`src/rtl/spi_pkg.sv`:
```
// Shared definitions for the 16-bit SPI responder and the benches that drive it.
package spi_pkg;

   localparam int SPI_WIDTH = 16;

   typedef enum logic [1:0] {
      IDLE  = 2'd0,
      SKIP  = 2'd1,
      SHIFT = 2'd2
   } spi_state_t;

   // Command opcodes of the emulated inertial sensor and A2D, sent in the upper byte.
   typedef enum logic [7:0] {
      CMD_WHO_AM_I = 8'h8F,
      CMD_RD_GYRO  = 8'hA6,
      CMD_RD_ACCEL = 8'hA8,
      CMD_A2D_CH0  = 8'h00,
      CMD_A2D_CH1  = 8'h08
   } spi_cmd_t;

endpackage

```
`src/rtl/spi_sync_edge.sv`:
```
// Multi-flop synchronizer with registered single-clk rise/fall pulses and a
// selectable reset value so idle-high pins do not produce edges out of reset.
module spi_sync_edge #(
   parameter int   STAGES = 2,
   parameter logic PRESET = 1'b1
) (
   input  logic clk,
   input  logic rst,
   input  logic din,
   output logic level,
   output logic rise,
   output logic fall
);

   logic [STAGES-1:0] sync;
   logic              prev;

   assign level = sync[STAGES-1];

   always_ff @(posedge clk) begin
      if (rst) begin
         sync <= {STAGES{PRESET}};
         prev <= PRESET;
         rise <= 1'b0;
         fall <= 1'b0;
      end else begin
         sync <= {sync[STAGES-2:0], din};
         prev <= level;
         rise <= level & ~prev;
         fall <= ~level & prev;
      end
   end

endmodule

```
`src/rtl/spi_slv16.sv`:
```
// Mode-3 SPI responder: oversampled pins, skip-first-fall shifter, rx/tx words
// exchanged with the fabric, rdy/err flags for completed and aborted frames.
module spi_slv16
   import spi_pkg::*;
#(
   parameter int WIDTH       = SPI_WIDTH,
   parameter int SYNC_STAGES = 2
) (
   input  logic             clk,
   input  logic             rst,
   input  logic             SS_n,
   input  logic             SCLK,
   input  logic             MOSI,
   output logic             MISO,
   output logic             miso_en,
   input  logic [WIDTH-1:0] tx_data,
   input  logic             wrt,
   output logic [WIDTH-1:0] rx_data,
   output logic             rdy,
   input  logic             clr_rdy,
   output logic             err
);

   localparam int             CW       = $clog2(WIDTH + 2);
   localparam logic [CW-1:0]  CNT_FULL = CW'(WIDTH);
   localparam logic [CW-1:0]  CNT_MAX  = CW'(WIDTH + 1);

   spi_state_t       state;
   logic [WIDTH-1:0] sr;
   logic [WIDTH-1:0] tx_buf;
   logic [CW-1:0]    bit_cnt;
   logic             mosi_smpl;

   logic ss_rise, ss_fall, sclk_rise, sclk_fall, mosi_lvl;
   logic ss_level_unused, sclk_level_unused, mosi_rise_unused, mosi_fall_unused;

   spi_sync_edge #(.STAGES(SYNC_STAGES), .PRESET(1'b1)) u_ss (
      .clk(clk), .rst(rst), .din(SS_n),
      .level(ss_level_unused), .rise(ss_rise), .fall(ss_fall)
   );

   spi_sync_edge #(.STAGES(SYNC_STAGES), .PRESET(1'b1)) u_sclk (
      .clk(clk), .rst(rst), .din(SCLK),
      .level(sclk_level_unused), .rise(sclk_rise), .fall(sclk_fall)
   );

   spi_sync_edge #(.STAGES(SYNC_STAGES), .PRESET(1'b0)) u_mosi (
      .clk(clk), .rst(rst), .din(MOSI),
      .level(mosi_lvl), .rise(mosi_rise_unused), .fall(mosi_fall_unused)
   );

   // MISO idles high while deselected, regardless of what the shifter holds.
   assign miso_en = (state != IDLE);
   assign MISO    = miso_en ? sr[WIDTH-1] : 1'b1;

   always_ff @(posedge clk) begin
      if (rst)      tx_buf <= '0;
      else if (wrt) tx_buf <= tx_data;
   end

   always_ff @(posedge clk) begin
      if (rst) begin
         state     <= IDLE;
         sr        <= '0;
         bit_cnt   <= '0;
         mosi_smpl <= 1'b0;
         rx_data   <= '0;
         rdy       <= 1'b0;
         err       <= 1'b0;
      end else begin
         err <= 1'b0;
         // NOTE: with non-blocking assignments the last one in program order wins,
         // so the completion set further down overrides this clear in the same cycle.
         if (clr_rdy) rdy <= 1'b0;
         unique case (state)
            IDLE: begin
               if (ss_fall) begin
                  sr      <= tx_buf;
                  bit_cnt <= '0;
                  rdy     <= 1'b0;
                  state   <= SKIP;
               end
            end
            SKIP, SHIFT: begin
               if (ss_rise) begin
                  state <= IDLE;
                  if (bit_cnt == CNT_FULL) begin
                     rx_data <= {sr[WIDTH-2:0], mosi_smpl};
                     rdy     <= 1'b1;
                  end else begin
                     err <= 1'b1;
                  end
               end else if (sclk_rise) begin
                  mosi_smpl <= mosi_lvl;
                  if (bit_cnt != CNT_MAX) bit_cnt <= bit_cnt + CW'(1);
               end else if (sclk_fall) begin
                  if (state == SKIP) state <= SHIFT;
                  else               sr    <= {sr[WIDTH-2:0], mosi_smpl};
               end
            end
            default: state <= IDLE;
         endcase
      end
   end

endmodule

```
`config.mk`:
```
export PLATFORM = sky130hd
export DESIGN_NAME = spi_slv16
export DESIGN_NICKNAME = d
export VERILOG_FILES = /design/src/rtl/spi_pkg.sv /design/src/rtl/spi_sync_edge.sv /design/src/rtl/spi_slv16.sv
export SDC_FILE = /design/constraint.sdc
export NUM_CORES = 1
export LEC_CHECK = 0
export ABC_AREA = 1
export BUFFER_PORTS_ARGS = -buffer_cell sky130_fd_sc_hd__buf_2
export CORE_ASPECT_RATIO = 1.1
export CORE_MARGIN = 2
export CORE_UTILIZATION = 46
export CTS_CLUSTER_DIAMETER = 50
export DETAILED_ROUTE_END_ITERATION = 10
export HOLD_SLACK_MARGIN = 0.15
export PLACE_DENSITY = 0.67
export SETUP_SLACK_MARGIN = 0.4
export SYNTH_ARGS = -nofsm -noshare
export SYNTH_HDL_FRONTEND = slang
export SYNTH_SLANG_ARGS = --single-unit
```
`constraint.sdc`:
```
create_clock -name clk -period 2.1 [get_ports clk]
set_clock_uncertainty 0.05 [all_clocks]
set_input_delay 0.105 -clock clk [delete_from_list [all_inputs] [get_ports clk]]
set_output_delay 0.105 -clock clk [all_outputs]
set_load 0.02 [all_outputs]
```
==> results of run 1 <==
[Yosys cell counts, types with 2 or more instances]
library cell,count,area [um2]
nand3_1,10,50.1
o21ai_0,43,215
a21oi_1,31,155
clkbuf_1,11,41.3
buf_2,3,15.0
a21oi_2,2,17.5
dfxtp_1,70,1400
nand2_1,93,349
ha_1,7,87.6
nor3_1,3,15.0
or2_2,5,31.3
nand2_4,2,22.5
nor2_1,61,229
inv_2,3,11.3
inv_1,33,124
[sequential cells by signal, indices dropped and copies added, names as in the netlist]
register,cells
u_ss.rise,1
u_mosi.sync,2
u_sclk.prev,1
tx_buf,16
rx_data,16
err,1
mosi_smpl,1
u_sclk.fall,1
u_sclk.rise,1
u_ss.sync,2
u_sclk.sync,2
u_ss.prev,1
sr,16
u_ss.fall,1
rdy,1
state,2
bit_cnt,5
[path summary, 6_finish.rpt]
path | startpoint | end
worst min-delay path | rst | u_sclk.prev
worst max-delay path | state[0] | sr[2]
worst max register to register | state[0] | sr[2]
worst min register to register | u_ss.prev | u_ss.rise
[power breakdown]
group | switching (mW) | leakage [nW] | total, mW | internal, mW
sequential | 0.177 | 0.574 | 1.74 | 1.57
combinational | 1.21 | 0.951 | 1.88 | 0.670
clock | 0.467 | 0.102 | 1.07 | 0.607
[routing by layer]
metal | vias to the layer above | part of all wire | global-route usage
met1 | 1082 | 0.51 | 0.243
met2 | 48 | 0.43 | 0.274
li1 | 1351 | - | -
met5 | - | 0 | 0
met4 | 0 | 0.019 | 0.0752
met3 | 9 | 0.036 | 0.0479
[timing repair]
item / CTS / global route
gates cloned: 0 / 1
endpoints found under the setup margin: 20 / 40
buffers inserted: 0 / 1
hold endpoints to repair: 20 / 0
hold buffers: 27 / 0
resized for setup: 4 / 15
pin swaps: 0 / 1
[cell type report]
| class | count | share of cell area |
|---|---|---|
| clock buffers | 12 | 0.0423 |
| clock inverters | 3 | 0.0119 |
| inverters | 37 | 0.0434 |
| multi-input cells | 264 | 0.350 |
| flip-flops and latches | 70 | 0.383 |
| well taps | 80 | 0.0273 |
| repair buffers | 74 | 0.142 |
[cells by family after synthesis]
group                      after synthesis
and+or+nand+nor                        178
AOI/OAI and AO/OA                       77
DFF                                     70
buffers and inverters                   54
adders and majority gates                7
xor gates and xnor gates                 1
[tightest hold or removal path: cells and delay by family]
family                 cells  cell delay (ns)
buffers and inverters      3             0.35
AND/OR/NAND/NOR            1             0.09
[through the flow]
| stage | instance area, um2 | setup slack [ns] |
|---|---|---|
| after floorplan | 2850 | 0.469 |
| after global placement | 3100 | 0.393 |
| after detailed placement | 3100 | 0.332 |
| after CTS | 3590 | 0.396 |
| after global routing | 3660 | 0.383 |
| final | 3660 | 0.482 |
==> metrics.md, run 1 <==
| Metric | Value |
|---|---|
| Status | finished, final reports clean |
| Post-DP HPWL | just under 4 mm |
| Synth Area in Simple Gates | 0.256 |
| Tightest Pin Transition | 0.643 ns |
| Core Region | 6080 um2 |
| Post-route DRC | 0 |
| WP data arrival | 1.79 ns |
| Layout cells sized above 1 | 0.185 |
| # placed instances | 496 |
| Required @ worst endpoint | 2.28 ns |
| CP bufs+invs | 2 |
| Cell variety after synth | 25 |
| Die area | 6830 um2 |
| Root Buffer | clkbuf_8 |
| Final Non-Filler Cells | between 500 and 600 |
| Initial Utilization | 0.468 |
| WL per Instance | 11.1 um |
| Routed Antenna Nets | 0 |
| Site Rows | 30 |
| Clock sink total | 70 |
| R2R depth | 8 |
| Mean Syn Cell Area | around 7.4 um2 |
| Routed WL | 5.98 mm |
| Register area share after synthesis | 0.493 |
| # fillers | roughly 600 |
| RePlAce Congestion | 0.782 |
| First-pass DRT Iterations | 4 |
| Largest net degree at the start of global routing | 40 |
| WS Path Type | reg -> reg |
| Async S/R FF share, synth | 0 |
| F_max | 618 MHz |
| Chip Height | 86.5 um |
| Final setup violation count | 0 |
| Routed via count | roughly 2,500 |
| Crit-path slowest cell | dfxtp_2 |
| Final Hold Vio Count | 0 |
| Slew Limit Fails | 0 |
| Crit path max-delay family | simple AND/OR/NAND/NOR gates |
| Leakage power | 1.63 nW |
| Synth Area in Adders | 0.0308 |
| Hold path cells | 4 |
| Post-synth net total | 417 |
| Critical Path End Type | flop |
| Htree depth | 3 |
| Setup_tns | 0 ns |
| Multi-input logic area | 1280 um2 |
| Compound-gate portion of the synthesized area | 0.138 |
| TritonCTS clock tree | yes |
| Post-Syn Area | 2850 um2 |
| Synth warnings | 0 |
| Slowest stage delay, CP | 0.35 ns |
| CTS buffer count | 9 |
| Crit. path cell count | 8 |
| Maximum vdd drop | 0.698 mV |
| Critical path peak fanout | 9 |
| Hold slack | 0.184 ns |
| Total chip power | 4.70 mW |
| Most common cell after layout, fill and taps aside | nand2_1 |
| Clock buffer depth | 2 |
| Vias in the first global route | about 2,200 |
| GRT overflow | 0 |
| RSZ-0062 raised after global routing | no |
| Post-synthesis xor/xnor area fraction | 0.00308 |
| Initial antenna violation count | 0 |
| Port Buf Inserts | 42 |
| Largest family of logic cells by synthesized area | simple AND/OR/NAND/NOR gates |
| Post-synth top flop | dfxtp_1 |
| Max cap viols | 0 |
| Post-route core utilization | 0.603 |
| Total global-route track usage | 0.180 |
| CP Cell Sequence | inv_1 -> ha_4 -> nand2_1 -> nand3_1 -> inv_4 -> nand2_8 -> o21ai_0 -> nor2_1 |
| IO Pins | 43 |
| First-pass GRT wire length | about 10 mm |
| Power Density | 1280 nW/um2 |
| Clk_lat worst skew | 0.34 ns |
| Starting DRT DRC Count | around 160 |
| Min Tclk post-route | around 1.6 ns |
| Reg2reg setup slack | 0.48 ns |
| HP Class | in -> reg |
| Final Cycle Share | 0.770 |
| Nets@finish | 486 |
| Vias per std cell | around 4.6 |
| Die Wd | 79.0 um |
| CP Launch Type | flop |
| Synth-to-Final Area Change | 28.8% |
| Most frequent cells in the layout | nand2_1, dfxtp_1, nor2_1 |
| Syn Inst Count | 387 |
| # diodes | 0 |
| Slew margin rel. | 0.571 |
| EDFF count, synth | 0 |
| Clk pin slew, worst setup/hold paths | approximately 0.07 ns |
| Post-synthesis mux area share | 0 |
| Sequential cell area | between 1000 and 1500 um2 |
| Yosys reg bits | 70 |
(Power assumes the default switching activity.)
==> run 2, diff against run 1 <==
==> constraint.sdc (replaced) <==
create_clock -name clk -period 1.5 [get_ports clk]
set_clock_uncertainty 0.05 [all_clocks]
set_input_delay 0.075 -clock clk [delete_from_list [all_inputs] [get_ports clk]]
set_output_delay 0.075 -clock clk [all_outputs]
set_load 0.02 [all_outputs]
==> metrics.md, run 2 (synthesis gave the netlist of run 1 again) <==
| Metric | Value |
|---|---|
| Status | finished with violations |
| Violated checks | setup timing |
| Chip Height | 86.5 um (unchanged) |
| Leakage power | 1.78 nW (+9.2%) |
| Power Density | 1910 nW/um2 (+49%) |
| Site Rows | 30 (unchanged) |
| Vias in the first global route | 2,455 (+12%) |
| Critical path peak fanout | 5 (-4) |
| GRT overflow | 0 (unchanged) |
| Starting DRT DRC Count | 133 (-15%) |
| First-pass DRT Iterations | 4 (unchanged) |
| TritonCTS clock tree | yes |
| Die Wd | 79.0 um (unchanged) |
| Critical Path End Type | flop |
| Final Hold Vio Count | 0 (unchanged) |
| Initial Utilization | 0.468 (unchanged) |
| Max cap viols | 0 (unchanged) |
| Post-route DRC | 0 (unchanged) |
| Routed via count | 2,683 (+7.8%) |
| Nets@finish | 500 (+2.9%) |
| Routed WL | 7.22 mm (+21%) |
| Vias per std cell | 4.83 (+4.8%) |
| RePlAce Congestion | 0.792 (+1.3%) |
| Clock sink total | 70 (unchanged) |
| Final setup violation count | 4 (+4) |
| Hold slack | 0.157 ns (-0.0270 ns) |
| Fin area | 4180 um2 (+14%) |
| Layout cells sized above 1 | 0.347 (+0.163) |
| CTS buffer count | 9 (unchanged) |
| Min Tclk post-route | 1.52 ns (-0.101 ns) |
| Port Buf Inserts | 42 (unchanged) |
| Slew margin rel. | 0.708 (+0.137) |
| Slew Limit Fails | 0 (unchanged) |
| Initial antenna violation count | 0 (unchanged) |
| WL per Instance | 13.0 um (+17%) |
| IO Pins | 43 (unchanged) |
| Tightest Pin Transition | 0.438 ns (-0.205 ns) |
| Final Cycle Share | 1.01 (+0.241) |
| Dpl ws | -0.0400 ns (-0.373 ns) |
| First-pass GRT wire length | 11.2 mm (+15%) |
| Clk_lat worst skew | 0.35 ns (about the same) |
| F_max | 659 MHz (+6.6%) |
| WP data arrival | 1.75 ns (-0.04 ns) |
| Synth-to-Final Area Change | 47.0% |
| CP Launch Type | flop |
| WS Path Type | reg -> reg |
| Maximum vdd drop | 1.41 mV (+100%) |
| Post-DP Area | 3210 um2 (+3.6%) |
| Top Registers | rx_data (16), sr (16), tx_buf (16) |
| Required @ worst endpoint | 1.73 ns (-0.55 ns) |
| HP Class | in -> reg |
| Htree depth | 3 (unchanged) |
| Total global-route track usage | 0.211 (+0.0301) |
| Most frequent cells in the layout | nand2_1, dfxtp_1, nor2_1 |
| Setup ws final | -0.0169 ns (-0.499 ns) |
| Largest net degree at the start of global routing | 39 (-2.5%) |
| Core Region | 6080 um2 (unchanged) |
| Post-DP HPWL | 3.98 mm (+3.0%) |
| Most common cell after layout, fill and taps aside | nand2_1 |
| Clock buffer depth | 2 (unchanged) |
| Routed Antenna Nets | 0 (unchanged) |
| Root Buffer | clkbuf_8 |
| # diodes | 0 (unchanged) |
| Clk pin slew, worst setup/hold paths | 0.08 ns (about the same) |
| RSZ-0062 raised after global routing | yes |
| Die area | 6830 um2 (unchanged) |
==> run 2: cell count changes in the layout (fill, tap and decap cells not counted), sizes merged <==
cell         previous run  this run
dlygate4sd3            27        22
clkbuf                 12        11
nand2                  97        98
clkinvlp                0         1
clkinv                  3         5
buf                    47        61
bufinv                  1         3
inv                    36        37
==> run 2: metrics by stage <==
step                      total power [mW]  cells   util  TNS, ns
after global placement                4.87    505  0.529        0
after CTS                             7.35    551  0.626        0
final                                 7.99    555  0.688  -0.0299
after floorplan                       4.37    387      -        0
after detailed placement              4.91    505  0.529   -0.499
after global routing                  8.47    555  0.688    -1.47
==> run 2: area by class of cell <==
class	instances	area (um2)
clock buffers	9	124
clock inverters	7	113
fillers	474	1900
inverters	37	174
multi-input cells	265	1550
flip-flops and latches	70	1410
well taps	80	100
repair buffers	85	686
repair inverters	2	25.0
==> run 2: what timing repair did <==
item,4_1_cts,5_1_grt
pin swaps,5,21
resized for setup,25,89
buffers inserted,5,1
endpoints found under the hold margin,22,0
hold buffers,22,0
endpoints found under the setup margin,43,46
gates cloned,3,3
==> run 2: per-layer routing <==
metal  vias up  GRT usage  wire, um  part of all wire
li1       1388          -         -                 -
met1      1221      0.263      3180              0.44
met2        63      0.344      3610              0.50
met3        11     0.0542       286             0.040
met4         0     0.0909       132             0.018
met5         -          0         0                 0
==> run 2: path summary, 6_finish.rpt <==
path / startpoint / end / slack [ns] / cells past startpoint
setup / recovery: state[1] / bit_cnt[1] / -0.02 / 8
setup reg to reg: state[1] / bit_cnt[1] / -0.02 / 8
hold / removal: rst / bit_cnt[3] / 0.16 / 5
hold reg to reg: u_sclk.sync[0] / u_sclk.sync[1] / 0.36 / 1
==> run 2: worst max-delay path, stage by stage, from the launching register on <==
cell and delay [ns]:
dfxtp_2 0.34, inv_2 0.06, ha_4 0.32, buf_4 0.16, buf_8 0.11, nand2_1 0.05, inv_1 0.08, nand3_1 0.10
a21oi_1 0.16
==> run 2: power by group <==
part / switching [mW] / internal, mW
Combinational: 2.15 / 1.55
Clock: 0.731 / 1.09
Sequential: 0.268 / 2.20
==> run 3, diff against run 2 <==
--- a/config.mk
+++ b/config.mk
@@ -5,7 +5,6 @@
 export SDC_FILE = /design/constraint.sdc
 export NUM_CORES = 1
 export LEC_CHECK = 0
-export ABC_AREA = 1
 export BUFFER_PORTS_ARGS = -buffer_cell sky130_fd_sc_hd__buf_2
 export CORE_ASPECT_RATIO = 1.1
 export CORE_MARGIN = 2
==> metrics.md, run 3 <==
| Metric | Value |
|---|---|
| RSZ-0062 raised after global routing | yes |
| Async S/R FF share, synth | 0 (unchanged) |
| Clk_lat worst skew | 0.36 ns (about the same) |
| Post-DP HPWL | 3.97 mm (-0.26%) |
| Critical path peak fanout | 8 (+3) |
| Synth warnings | 0 (unchanged) |
| WS Path Type | reg -> reg |
| Post-route DRC | 0 (unchanged) |
| CTS buffer count | 9 (unchanged) |
| Post-synth net total | 338 (-19%) |
| Vias in the first global route | 2,337 (-4.8%) |
| Clk pin slew, worst setup/hold paths | 0.08 ns (about the same) |
| Final Cycle Share | 1.18 (+0.170) |
| Setup ws final | -0.272 ns (-0.255 ns) |
| EDFF count, synth | 0 (unchanged) |
| Site Rows | 30 (unchanged) |
| Count leader, synth | dfxtp_1 |
| Routed via count | 2,520 (-6.1%) |
| Die area | 6980 um2 (+2.2%) |
| Routed WL | 7.18 mm (-0.53%) |
| Worst reg2reg path startpoint | u_ss.rise |
| Root Buffer | clkbuf_8 |
| Synth-to-Final Area Change | 48.5% |
| First-pass DRT Iterations | 4 (unchanged) |
| Clock sink total | 70 (unchanged) |
| Vias per std cell | 5.19 (+7.3%) |
| Chip Height | 87.4 um (+1.1%) |
| Tightest Pin Transition | 0.548 ns (+0.111 ns) |
| Yosys reg bits | 70 (unchanged) |
| Final Hold Vio Count | 0 (unchanged) |
| Leakage power | 1.78 nW (+0.20%) |
| Reg2reg setup slack | -0.27 ns (-0.26 ns) |
| # placed instances | 430 (-15%) |
| Final Non-Filler Cells | 486 (-12%) |
| Largest net degree at the start of global routing | 43 (+10%) |
| Status | finished with violations |
| RePlAce Congestion | 0.847 (+7.0%) |
| Post-synth top cells | dfxtp_1, nand2_1, nor2_1, mux2i_1, a21oi_1 |
| Total global-route track usage | 0.207 (-0.00317) |
| Required @ worst endpoint | 1.71 ns (-0.02 ns) |
| Post-synth top flop | dfxtp_1 |
| CP endpoint | sr[12] |
| Reg-to-Reg End | sr[12] |
| Most frequent cells in the layout | dfxtp_1, buf_2, mux2i_1 |
| Hold slack | 0.139 ns (-0.0179 ns) |
| Min Tclk post-route | 1.77 ns (+0.255 ns) |
| Initial Utilization | 0.473 (+0.00507) |
| Routed Antenna Nets | 0 (unchanged) |
| Synth top area share | 0.481 (-0.0112) |
| Post-DP Area | 3340 um2 (+3.9%) |
| HP Class | in -> reg |
| Setup_tns | -7.69 ns (-7.66 ns) |
| Starting DRT DRC Count | 131 (-1.5%) |
| WL per Instance | 14.8 um (+14%) |
| IO Pins | 43 (unchanged) |
| Initial antenna violation count | 0 (unchanged) |
| Register area share after synthesis | 0.481 (-0.0112) |
| Nets@finish | 431 (-14%) |
| WP data arrival | 1.98 ns (+0.23 ns) |
| Core Region | 6160 um2 (+1.2%) |
| Syn Inst Count | 308 (-20%) |
| Mean Syn Cell Area | 9.45 um2 (+29%) |
| Final setup violation count | 41 (+37) |
| Most common cell after layout, fill and taps aside | dfxtp_1 |
| Slew margin rel. | 0.635 (-0.0735) |
| Dpl ws | -0.323 ns (-0.283 ns) |
| Critical Path End Type | flop |
| Violated checks | setup timing |
| GRT overflow | 0 (unchanged) |
| Clock buffer depth | 2 (unchanged) |
| Setup crit start | u_ss.rise |
| Fin area | 4320 um2 (+3.4%) |
| CP Launch Type | flop |
| Largest area contributor in the netlist | dfxtp_1 |
| Post-Syn Area | 2910 um2 (+2.3%) |
| Maximum vdd drop | 0.822 mV (-42%) |
| # diodes | 0 (unchanged) |
| First-pass GRT wire length | 10.9 mm (-2.4%) |
| Max cap viols | 0 (unchanged) |
| Slew Limit Fails | 0 (unchanged) |
| Power Density | 1070 nW/um2 (-44%) |
| Port Buf Inserts | 42 (unchanged) |
| Htree depth | 3 (unchanged) |
| Cell variety after synth | 36 (+44%) |
| F_max | 564 MHz (-14%) |
| R2R depth | 6 (-2) |
| TritonCTS clock tree | yes |
| Top Registers | rx_data (16), sr (16), tx_buf (16) |
| Die Wd | 79.9 um (+1.1%) |
| Layout cells sized above 1 | 0.424 (+0.0763) |
| Top cells by area, synth | dfxtp_1, mux2i_1, a211oi_2 |
==> run 3: cell types whose count changed after synthesis, moves of 3 or more <==
cell,previous run,this run
a211oi_2,0,14
a21oi_1,31,23
inv_1,33,10
inv_2,3,0
mux2i_1,0,33
nand2_1,93,39
nand2b_1,0,4
nand3_1,10,4
nand4_1,0,5
nor2_1,61,39
nor2b_1,0,7
nor3_1,3,0
o21ai_0,43,6
==> run 3: area by class of cell <==
class,count,area [um2]
Clock buffer,9,124
Clock inverter,7,168
Fill cell,441,1830
Inverter,10,40.0
Multi-Input combinational cell,208,1570
Sequential cell,70,1410
Tap cell,80,100
Timing Repair Buffer,102,916
==> run 3: through the flow <==
step	utilization	power, mW
final	0.702	4.62
after global routing	0.702	4.78
after CTS	0.669	4.60
after detailed placement	0.542	2.32
after global placement	0.542	2.30
after floorplan	-	2.23
==> run 3: how the worst min path moves through the flow <==
stage	start	endpoint	slack (ns)	cells after the start
2_1_floorplan	SCLK	u_sclk.sync[0]	0.13	1
3_3_place_gp	SCLK	u_sclk.sync[0]	0.21	2
3_5_place_dp	SCLK	u_sclk.sync[0]	0.21	2
4_1_cts	rst	bit_cnt[1]	-0.07	2
5_1_grt	rst	u_mosi.sync[0]	0.18	3
6_report	rst	rdy	0.14	3
==> run 3: logic make-up (layout without fill, tap and decap cells) <==
logic type,Yosys count,count (layout),synth area share
simple gates,116,116,0.187
flops,70,70,0.481
compound gates,52,52,0.141
mux,33,33,0.113
buf+inv,30,128,0.0473
fa+ha+maj,7,7,0.0301
==> run 3: timing repair <==
| action | CTS | global route |
|---|---|---|
| hold endpoints to repair | 24 | 2 |
| pin swaps | 28 | 15 |
| gates cloned | 3 | 2 |
| hold buffers | 20 | 2 |
| buffers inserted | 5 | 8 |
| setup endpoints to repair | 44 | 44 |
| gates resized for setup | 49 | 20 |
==> run 3: report_power, final <==
group          internal (mW)  switching [mW]  leakage (nW)
clock                   1.45           0.751         0.144
sequential              1.92          0.0557         0.574
combinational          0.239           0.205          1.06
total                   3.61            1.01          1.78
==> run 3: routing by layer <==
metal  part of all wire  global-route usage  vias up
li1                   -                   -     1240
met3              0.038              0.0539       22
met1               0.43               0.253     1194
met5                  0                   0        -
met2               0.49               0.329       64
met4              0.038               0.123        0
==> run 3: critical path, cell delays in order (launching register included) <==
cell,delay [ns]
dfxtp_2,0.32
or3b_4,0.40
a2111oi_4,0.31
buf_6,0.18
buf_12,0.14
nor2_2,0.05
a211oi_2,0.22
